**config.mk**
```make
export PLATFORM = sky130hd
export DESIGN_NAME = alvo_flat
export DESIGN_NICKNAME = d
export VERILOG_FILES = /design/src/rtl/alvo_if.sv /design/src/rtl/alvo.sv /design/src/flat_wrapper.sv
export SDC_FILE = /design/constraint.sdc
export NUM_CORES = 1
export LEC_CHECK = 0
export ABC_AREA = 1
export CORE_ASPECT_RATIO = 1.2
export CORE_MARGIN = 2
export CORE_UTILIZATION = 56
export CTS_CLUSTER_DIAMETER = 50
export DETAILED_ROUTE_END_ITERATION = 8
export GPL_TIMING_DRIVEN = 0
export PLACE_DENSITY = 0.8
export SETUP_SLACK_MARGIN = 0.1
export SYNTH_ARGS = -nofsm -noshare
export SYNTH_HDL_FRONTEND = slang
export SYNTH_SLANG_ARGS = --single-unit
export TNS_END_PERCENT = 100
```
**constraint.sdc**
```tcl
create_clock -name CLOCK_50 -period 4.4 [get_ports CLOCK_50]
set_input_delay 1.32 -clock CLOCK_50 [delete_from_list [all_inputs] [get_ports CLOCK_50]]
set_output_delay 1.32 -clock CLOCK_50 [all_outputs]
set_load 0.1 [all_outputs]
```
**src/rtl/alvo_if.sv**
```systemverilog
// Target bus: projectile geometry in, target position and status out.
// The target side uses the slave modport; the game/renderer side uses master.
interface alvo_if;
  logic [9:0] bolaX;
  logic [9:0] bolaY;
  logic [9:0] bolaRaio;
  logic       bolaAtiva;
  logic [9:0] x;
  logic [9:0] y;
  logic [1:0] vidas;
  logic       visivel;
  logic       acerto;
  logic       destruido;

  modport slave (
    input  bolaX, bolaY, bolaRaio, bolaAtiva,
    output x, y, vidas, visivel, acerto, destruido
  );

  modport master (
    output bolaX, bolaY, bolaRaio, bolaAtiva,
    input  x, y, vidas, visivel, acerto, destruido
  );
endinterface

```
**src/rtl/alvo.sv**
```systemverilog
// Patrolling destructible target: moves on divider ticks, detects projectile
// overlap, pulses acerto per hit, blinks while immune, vanishes when dead.
module alvo #(
  parameter int XI          = 320,
  parameter int Y0          = 60,
  parameter int LARGURA     = 40,
  parameter int ALTURA      = 16,
  parameter int VIDAS       = 3,
  parameter int XMIN        = 0,
  parameter int XMAX        = 639,
  parameter int DIV         = 50000,
  parameter int PISCA_TICKS = 200
) (
  input logic CLOCK_50,
  input logic reset,
  input logic pausa,
  input logic reiniciarJogo,
  alvo_if.slave bus
);

  localparam int CW  = (DIV > 1) ? $clog2(DIV) : 1;
  localparam int PWR = $clog2(PISCA_TICKS + 1);
  localparam int PW  = (PWR > 5) ? PWR : 5;

  localparam logic [9:0]    X_INI  = 10'(XI);
  localparam logic [9:0]    X_LO   = 10'(XMIN);
  localparam logic [10:0]   X_HI   = 11'(XMAX);
  localparam logic [10:0]   W_M1   = 11'(LARGURA - 1);
  localparam logic [10:0]   H_M1   = 11'(ALTURA - 1);
  localparam logic [10:0]   Y_TOP  = 11'(Y0);
  localparam logic [1:0]    V_INI  = 2'(VIDAS);
  localparam logic [CW-1:0] C_LAST = CW'(DIV - 1);
  localparam logic [PW-1:0] P_LAST = PW'(PISCA_TICKS - 1);

  typedef enum logic [1:0] {
    ATIVO,
    ATINGIDO,
    DESTRUIDO
  } estado_t;

  estado_t       st, st_n;
  logic [9:0]    xr, x_n;
  logic          dir, dir_n;
  logic [CW-1:0] cnt, cnt_n;
  logic [PW-1:0] pis, pis_n;
  logic [1:0]    vid, vid_n;
  logic          ac, ac_n;

  logic          tick;
  logic          colide;
  logic          hit;
  logic          at_right;
  logic          at_left;

  logic [10:0]   bx, by, br, xw;

  assign bx = {1'b0, bus.bolaX};
  assign by = {1'b0, bus.bolaY};
  assign br = {1'b0, bus.bolaRaio};
  assign xw = {1'b0, xr};

  assign tick = !pausa && (cnt == C_LAST);

  // 11-bit sums: worst case 639+39+1023 stays below 2048
  assign colide = (bx + br >= xw)
               && (bx <= xw + W_M1 + br)
               && (by + br >= Y_TOP)
               && (by <= Y_TOP + H_M1 + br);

  assign hit = (st == ATIVO) && bus.bolaAtiva
            && !pausa && colide;

  assign at_right = (xw + W_M1) >= X_HI;
  assign at_left  = xr <= X_LO;

  always_ff @(posedge CLOCK_50 or posedge reset) begin
    if (reset) begin
      st  <= ATIVO;
      xr  <= X_INI;
      dir <= 1'b1;
      cnt <= '0;
      pis <= '0;
      vid <= V_INI;
      ac  <= 1'b0;
    end else begin
      st  <= st_n;
      xr  <= x_n;
      dir <= dir_n;
      cnt <= cnt_n;
      pis <= pis_n;
      vid <= vid_n;
      ac  <= ac_n;
    end
  end

  always_comb begin
    st_n  = st;
    x_n   = xr;
    dir_n = dir;
    cnt_n = cnt;
    pis_n = pis;
    vid_n = vid;
    ac_n  = 1'b0;

    if (!pausa)
      cnt_n = tick ? '0 : cnt + CW'(1);

    if (tick && st != DESTRUIDO) begin
      unique case (1'b1)
        dir && at_right:   dir_n = 1'b0;
        dir && !at_right:  x_n = xr + 10'd1;
        !dir && at_left:   dir_n = 1'b1;
        !dir && !at_left:  x_n = xr - 10'd1;
      endcase
    end

    unique case (st)
      ATIVO: begin
        if (hit) begin
          ac_n  = 1'b1;
          vid_n = vid - 2'd1;
          pis_n = '0;
          st_n  = (vid == 2'd1) ? DESTRUIDO : ATINGIDO;
        end
      end
      ATINGIDO: begin
        if (tick) begin
          if (pis == P_LAST) begin
            pis_n = '0;
            st_n  = ATIVO;
          end else begin
            pis_n = pis + PW'(1);
          end
        end
      end
      DESTRUIDO: begin
        st_n = DESTRUIDO;
      end
      default: begin
        st_n = ATIVO;
      end
    endcase

    if (reiniciarJogo) begin
      st_n  = ATIVO;
      x_n   = X_INI;
      dir_n = 1'b1;
      cnt_n = '0;
      pis_n = '0;
      vid_n = V_INI;
      ac_n  = 1'b0;
    end
  end

  // pis[4] flips every 16 immune ticks and is 0 on entry
  assign bus.x         = xr;
  assign bus.y         = 10'(Y0);
  assign bus.vidas     = vid;
  assign bus.visivel   = (st == ATIVO) || (st == ATINGIDO && pis[4]);
  assign bus.acerto    = ac;
  assign bus.destruido = (st == DESTRUIDO);

endmodule

```
**src/flat_wrapper.sv**
```systemverilog
// flat-port wrapper written by rule: the top's interface ports become plain ports
module alvo_flat 
#(
  parameter int XI          = 320,
  parameter int Y0          = 60,
  parameter int LARGURA     = 40,
  parameter int ALTURA      = 16,
  parameter int VIDAS       = 3,
  parameter int XMIN        = 0,
  parameter int XMAX        = 639,
  parameter int DIV         = 50000,
  parameter int PISCA_TICKS = 200
)
  (CLOCK_50, reset, pausa, reiniciarJogo, bus_bolaX, bus_bolaY, bus_bolaRaio, bus_bolaAtiva, bus_x, bus_y, bus_vidas, bus_visivel, bus_acerto, bus_destruido);
  alvo_if bus_i ();
  input logic CLOCK_50;
  input logic reset;
  input logic pausa;
  input logic reiniciarJogo;
  input wire logic [$bits(bus_i.bolaX)-1:0] bus_bolaX;
  input wire logic [$bits(bus_i.bolaY)-1:0] bus_bolaY;
  input wire logic [$bits(bus_i.bolaRaio)-1:0] bus_bolaRaio;
  input wire logic [$bits(bus_i.bolaAtiva)-1:0] bus_bolaAtiva;
  output wire logic [$bits(bus_i.x)-1:0] bus_x;
  output wire logic [$bits(bus_i.y)-1:0] bus_y;
  output wire logic [$bits(bus_i.vidas)-1:0] bus_vidas;
  output wire logic [$bits(bus_i.visivel)-1:0] bus_visivel;
  output wire logic [$bits(bus_i.acerto)-1:0] bus_acerto;
  output wire logic [$bits(bus_i.destruido)-1:0] bus_destruido;
  assign bus_i.bolaX = bus_bolaX;
  assign bus_i.bolaY = bus_bolaY;
  assign bus_i.bolaRaio = bus_bolaRaio;
  assign bus_i.bolaAtiva = bus_bolaAtiva;
  assign bus_x = bus_i.x;
  assign bus_y = bus_i.y;
  assign bus_vidas = bus_i.vidas;
  assign bus_visivel = bus_i.visivel;
  assign bus_acerto = bus_i.acerto;
  assign bus_destruido = bus_i.destruido;
  alvo #(.XI(XI), .Y0(Y0), .LARGURA(LARGURA), .ALTURA(ALTURA), .VIDAS(VIDAS), .XMIN(XMIN), .XMAX(XMAX), .DIV(DIV), .PISCA_TICKS(PISCA_TICKS)) u_core (.CLOCK_50(CLOCK_50), .reset(reset), .pausa(pausa), .reiniciarJogo(reiniciarJogo), .bus(bus_i));
endmodule
```
Yosys cells after proc, flatten, opt, wreduce, memory -nomap -nowiden
Cells that the tools add are included.
- multiplexer cells: 26
- $add $sub $neg: 10
- $lt $le $gt $ge: 6
- reduce and logical (&&, ||, !) cells: 30
- eq/ne operators: 10
- operator list (kind ; count):
    $mux W16 ; 3
    $mux W8 ; 4
    $add A10 B10 Y11 ; 2
    $le A10 B11 Y1 ; 2
    $mux W10 ; 2
    $pmux W10 S2 ; 1
    $add A16 B1 Y16 const B ; 1
    $eq A16 B16 Y1 const B ; 1
    $mux W2 ; 8
    $pmux W8 S2 ; 1
    $logic_and A1 B1 Y1 ; 13
    $add A10 B6 Y11 const B ; 1
    $add A11 B10 Y11 ; 1
    $add A7 B10 Y11 const A ; 1
    $ge A11 B10 Y1 ; 1
    $ge A11 B10 Y1 const B ; 1
    $ge A11 B6 Y1 const B ; 1
    $add A10 B1 Y10 const B ; 1
    $le A10 B1 Y1 const B ; 1
    $sub A10 B1 Y10 const B ; 1
    $ne A3 B2 Y1 const B ; 3
    $reduce_bool A3 Y1 ; 3
    $add A8 B1 Y8 const B ; 1
    $eq A8 B8 Y1 const B ; 1
    other kinds (14) ; 27
- register bits: 40
- word-level logic and storage cells: 89
- input port bits: 35
- output and inout port bits: 25

Depth between registers and ports, before layout
- depth after elaboration: 10
- depth in mapped cells: 28
- gate-level depth less buffers: 28

Least setup slack after synthesis
OpenSTA, ideal clock, no wires.
- path kind: register -> register
- from: register u_core.xr[1], in the netlist u_core.bus.x[1]
- to: register u_core.pis[0]
- slack: 254 ps
- library setup time: 118 ps
- clock period less this slack: 4146 ps
- arrival: 4028 ps
- data required time: 4282 ps
- path buffers: 0
- stages on the path, launching flop included: 25
- path through: dfrtp_1 inv_1 ha_1 nand2_4 nand2_1 ha_1 nand2_1 o21a_1 o21ai_0 nand3_1 nand2_1 a21oi_1 nor2_1 nor2_1 xor2_1 ha_1 nand3_1 nor4_1 nor2_1 nand2_1 nand3_1 nand2_1 nand3_2 nand2_1 nand2_1
- longest elaborated chain between the ends: 9
- elaborated cells between the ends (all ways): 10
- classes of those cells: add/sub (2); order compare (2); eq/ne (1); reduce/logical (5)
- RTL lines (item ; RTL line ; text):
    start: declaration ; alvo.sv:42 ; logic [9:0] xr, x_n;
    start signal: assignment ; alvo.sv:87 ; xr <= x_n;
    $add A10 B6 Y11 ; alvo.sv:66 ; && (bx <= xw + W_M1 + br)
    $add A11 B10 Y11 ; alvo.sv:66 ;
    $le A10 B11 Y1 ; alvo.sv:66 ;
    $logic_and A1 B1 Y1 * ; alvo.sv:66 ;
    $logic_and A1 B1 Y1 * ; alvo.sv:67 ; && (by + br >= Y_TOP)
    $logic_and A1 B1 Y1 * ; alvo.sv:68 ; && (by <= Y_TOP + H_M1 + br);
    $logic_and A1 B1 Y1 * ; alvo.sv:71 ; && !pausa && colide;
    $ne A3 B2 Y1 (no source line) * ; n/a ;
    $reduce_and A3 Y1 (no source line) * ; n/a ;
    end signal: assignment ; alvo.sv:90 ; pis <= pis_n;
    end: declaration ; alvo.sv:45 ; logic [PW-1:0] pis, pis_n;
Every way passes the cells marked *; elsewhere a longest branch is shown, timed or not.
A chain may end at the register's enable or synchronous reset.

Worst setup path after layout
- from: input port bus_bolaX[0]
- to: register u_core.st[1]
- longest elaborated chain between the ends: 8
- elaborated cells between the ends (all ways): 9
- classes of those cells: add/sub (1); order compare (2); eq/ne (1); reduce/logical (5)
- RTL lines (item ; RTL line ; text):
    start: declaration ; flat_wrapper.sv:20 ; input wire logic [$bits(bus_i.bolaX)-1:0] bus_bolaX;
    $add A10 B10 Y11 ; alvo.sv:65 ; assign colide = (bx + br >= xw)
    $ge A11 B10 Y1 ; alvo.sv:65 ;
    $logic_and A1 B1 Y1 * ; alvo.sv:66 ;
    $logic_and A1 B1 Y1 * ; alvo.sv:67 ;
    $logic_and A1 B1 Y1 * ; alvo.sv:68 ;
    $logic_and A1 B1 Y1 * ; alvo.sv:71 ;
    $ne A3 B2 Y1 (no source line) * ; n/a ;
    $reduce_and A3 Y1 (no source line) * ; n/a ;
    end signal: assignment ; alvo.sv:86 ; st <= st_n;
    end: declaration ; alvo.sv:41 ; estado_t st, st_n;
Marked as above.

==> impl_metrics.yaml <==
synthesis:
  synth-main-ff-cell: "dfrtp_1"
  synth-compound-area-share_pct: 9.966
  ys_warn_count: 0
  synth_mux_area_share_pct: 0
  synth_cell_types: 41
  synth_area_um2: 5160
  syn_avg_cell_area_um2: 6.693
  synth_seq_cells: 40
  async_flop_share_pct: 100.0
  synthCells: 771
  synth_edf_count: 0
  synth_top_family_by_area: "simple AND/OR/NAND/NOR gates"
  seq_area_frac_synth_pct: 19.52
  synth-xor-area-share_pct: 7.953
  synth_adder_area_share_pct: 19.74
  synth-simple-area-share_pct: 32.30
cells_and_area:
  fillers: 779
  n_antenna_cell: 0
  final_area_um2: 6070
  final_util_pct: 67.54
  area_delta_synth_final_pct: 17.63
  drive_gt1_share_pct: 8.234
  nets: 951
detailed_routing:
  routed_via_density: 5.392
  drc: 0
  drtPass1Iterations: 4
  post_drt_wl_per_cell_um: 13.12
  dr.first_iter.drc_count: 197
  vias: 5166
  ant_nets: 0
  wl_mm: 12.57
sta:
  period_share_pct: 94.14
  rsz0062_at_grt: "no"
  hold_viol: 0
  relSlewSlack_pct: 34.93
  fmax_mhz: 241.4
  skew_ns: 0.01296
  slew_viol_final: 0
  finalCriticalPeriod_ns: 4.142
  max_slew.worst_pin.slew_ns: 0.9730
  fin_tns_setup_ns: 0
  setup_slack_ns: 0.2578
  setup_viol: 0
grt:
  grt_pass1_vias: 4868
  grt_start_max_net_pins: 41
  gr-total-overflow: 0
  track_usage_pct: 25.17
  antenna_found_initial: 0
  grt_pass1_wl_mm: 20.83
critical_path:
  cp_max_fo: 10
  crit_top_cell: "nand2_1"
  end_kind: "flop"
  cp_num_buf_inv: 2
  critPathTopFamily: "simple AND/OR/NAND/NOR gates"
  crit_slowest_cell: "clkdlybuf4s50_1"
  path_class: "in2reg"
  cp-start-kind: "input pin"
  crit_arrival_ns: 4.37
  crit_path_cell_trace: "clkdlybuf4s50_1, ha_1, fa_2, nand4_1, nand3_2, xor2_1, ha_1, nand2_1, nor2_1, nand2_1, nand2_1, nand2_1, nand3_1, nand2_1, a21oi_1, nand3_2, nand2_4, buf_6, nand3_1, nor2_1"
  required_ns: 4.63
  critPathMaxStageDelay_ns: 0.43
  rrSetupSlack_ns: 0.43
cts:
  cts_sinks: 40
  cts_tree: "done"
  clock_latency_ns: 0.30
  root_buffer: "clkbuf_8"
  clk_pin_slew_worst_paths_ns: 0.08
  clk_path_buf_depth: 2
  h-tree-depth: 2
  numCtsBuffers: 5
power_and_ir_drop:
  ir_worst_vdd_mv: 0.3995
  power.total_mw: 2.412
  powerDensity_nw_per_um2: 397.4
  power_leakage_nw: 3.206
place:
  post_dp_cell_area_um2: 5831
  place_ws_ns: -0.7273
  port_buffers: 49
  globalplace.congestion: 0.9213
  hpwl_mm: 10.02
floorplan:
  coreArea_um2: 8986
  dieHeight_um: 109.2
  start_util_pct: 57.42
  pin_count: 60
  rows: 38
  die-area_um2: 10000
  die_x_um: 91.63
flow_run:
  maxCapViolCount: 0
worst_hold_path:
  min_path_type: "reg2reg"
status:
  outcome: "finished clean"
synth_stat cells, types with 2 or more instances:
cell type	count	area, um^2
a211oi_1	2	15.01
a21o_1	4	30.03
a21oi_1	46	230.2
a31oi_1	5	31.28
buf_2	2	10.01
buf_4	11	82.58
clkbuf_1	3	11.26
conb_1	2	7.510
dfrtp_1	35	875.8
dfstp_2	5	131.4
fa_1	4	80.08
ha_1	75	938.4
inv_1	107	401.6
inv_2	5	18.77
nand2_1	198	743.2
nand2_2	6	37.54
nand3_1	58	290.3
nand3_2	3	30.03
nand3b_1	2	15.01
nand4_1	21	131.4
nor2_1	76	285.3
nor3_1	7	35.03
nor3b_1	3	22.52
nor4_1	6	37.54
o211ai_1	4	30.03
o21a_1	5	37.54
o21ai_0	18	90.09
o21ai_1	2	10.01
xnor2_1	12	105.1
xor2_1	33	289.0
cells in the final DEF (no fill, tap or decap), drive strengths merged, types with 2 or more instances in the layout:
master and instances:
nand3 61, nand2 205, dfstp 5, o21ai 20
a31oi 5, ha 75, a21o 4, a21oi 47
dlymetal6s2s 4, o211ai 4, clkbuf 12, fa 4
conb 10, nor3b 3, xnor2 12, xor2 34
nor3 8, inv 112, nor4 6, o21a 5
buf 18, a211oi 2, nor2 77, nand4 21
dfrtp 35, clkdlybuf4s50 40, nand3b 2
routing by layer:
metal  part of all wire [%]  wire length [um]  up-vias  GRT usage [%]
met1                     44              5507     2359          29.81
li1                       -                 -     2636              -
met2                     50              6226      138          46.85
met4                    3.0               383        0          9.848
met3                    3.6               449       33          2.350
met5                      0                 0        -              0
state kept, by name, summed over array words and instances, names as in the netlist:
| register | flops |
|---|---|
| u_core.cnt | 16 |
| u_core.st | 2 |
| u_core.dir | 1 |
| u_core.pis | 8 |
| u_core.bus.vidas | 2 |
| u_core.bus.x | 10 |
| u_core.bus.acerto | 1 |
cells by family (layout without fill, tap and decap cells):
logic type      count (synthesis)  count (layout)
buf+inv                       129             188
xor+xnor                       46              46
flops                          40              40
other cells                     2              10
compound gates                 91              91
simple gates                  384             384
fa+ha+maj                      79              79
power breakdown:
group	switching [mW]	internal, mW	leakage (nW)
combinational	1.05	0.563	2.61
sequential	0.0625	0.415	0.534
clock	0.135	0.186	0.0614
through the flow:
stage          hold WS (ns)  instances
3_5_place_dp         0.4686        948
4_1_cts              0.4887        956
3_3_place_gp         0.4634        948
6_report             0.4861        958
5_1_grt              0.5387        958
2_1_floorplan        0.4419        779
worst register-to-register path: stages (launching register included):
cell     delay, ns
dfrtp_2       0.50
inv_2         0.14
ha_1          0.24
inv_1         0.08
nand2_1       0.06
nand2_1       0.12
ha_4          0.33
nand2_1       0.06
o21a_1        0.20
o21ai_2       0.18
nand3_1       0.09
nand2_1       0.11
a21oi_1       0.07
nor2_1        0.08
nor2_1        0.05
xor2_1        0.14
ha_1          0.31
nand3_1       0.13
nor4_4        0.26
nor2_1        0.08
nand2_1       0.08
nand3_2       0.14
nand2_4       0.11
buf_6         0.14
nand3_1       0.10
nor2_1        0.10
timing repair:
item                       CTS  global route
setup buffers                0             2
hold buffers                 0             0
setup endpoints to repair   13            12
pin swaps                    0             3
resized for setup           14            29
area by class of cell:
type / instances / area, um^2 / area share, %
clock inverters: 2 / 38.79 / 0.6390
clock buffers: 6 / 82.58 / 1.361
multi-input cells: 610 / 3760 / 61.95
repair buffers: 51 / 490.5 / 8.081
flip-flops and latches: 40 / 1008 / 16.62
well taps: 120 / 150.1 / 2.474
inverters: 112 / 420.4 / 6.926
plain buffers: 17 / 118.9 / 1.958
final timing paths:
| kind | start | endpoint | cells past startpoint |
|---|---|---|---|
| max | bus_bolaX[0] | u_core.st[1]$_DFFE_PP0P_ | 20 |
| min | u_core.pis[5]$_DFFE_PP0P_ | u_core.pis[5]$_DFFE_PP0P_ | 2 |
| max reg2reg | u_core.bus.x[0]$_DFFE_PP0P_ | u_core.st[1]$_DFFE_PP0P_ | 25 |
| min reg2reg | u_core.pis[5]$_DFFE_PP0P_ | u_core.pis[5]$_DFFE_PP0P_ | 2 |
| max in group asynchronous | reset | u_core.bus.x[0]$_DFFE_PP0P_ | 2 |
| min in group asynchronous | reset | u_core.pis[2]$_DFFE_PP0P_ | 2 |
No activity file was read; power rests on OpenSTA's default activity.
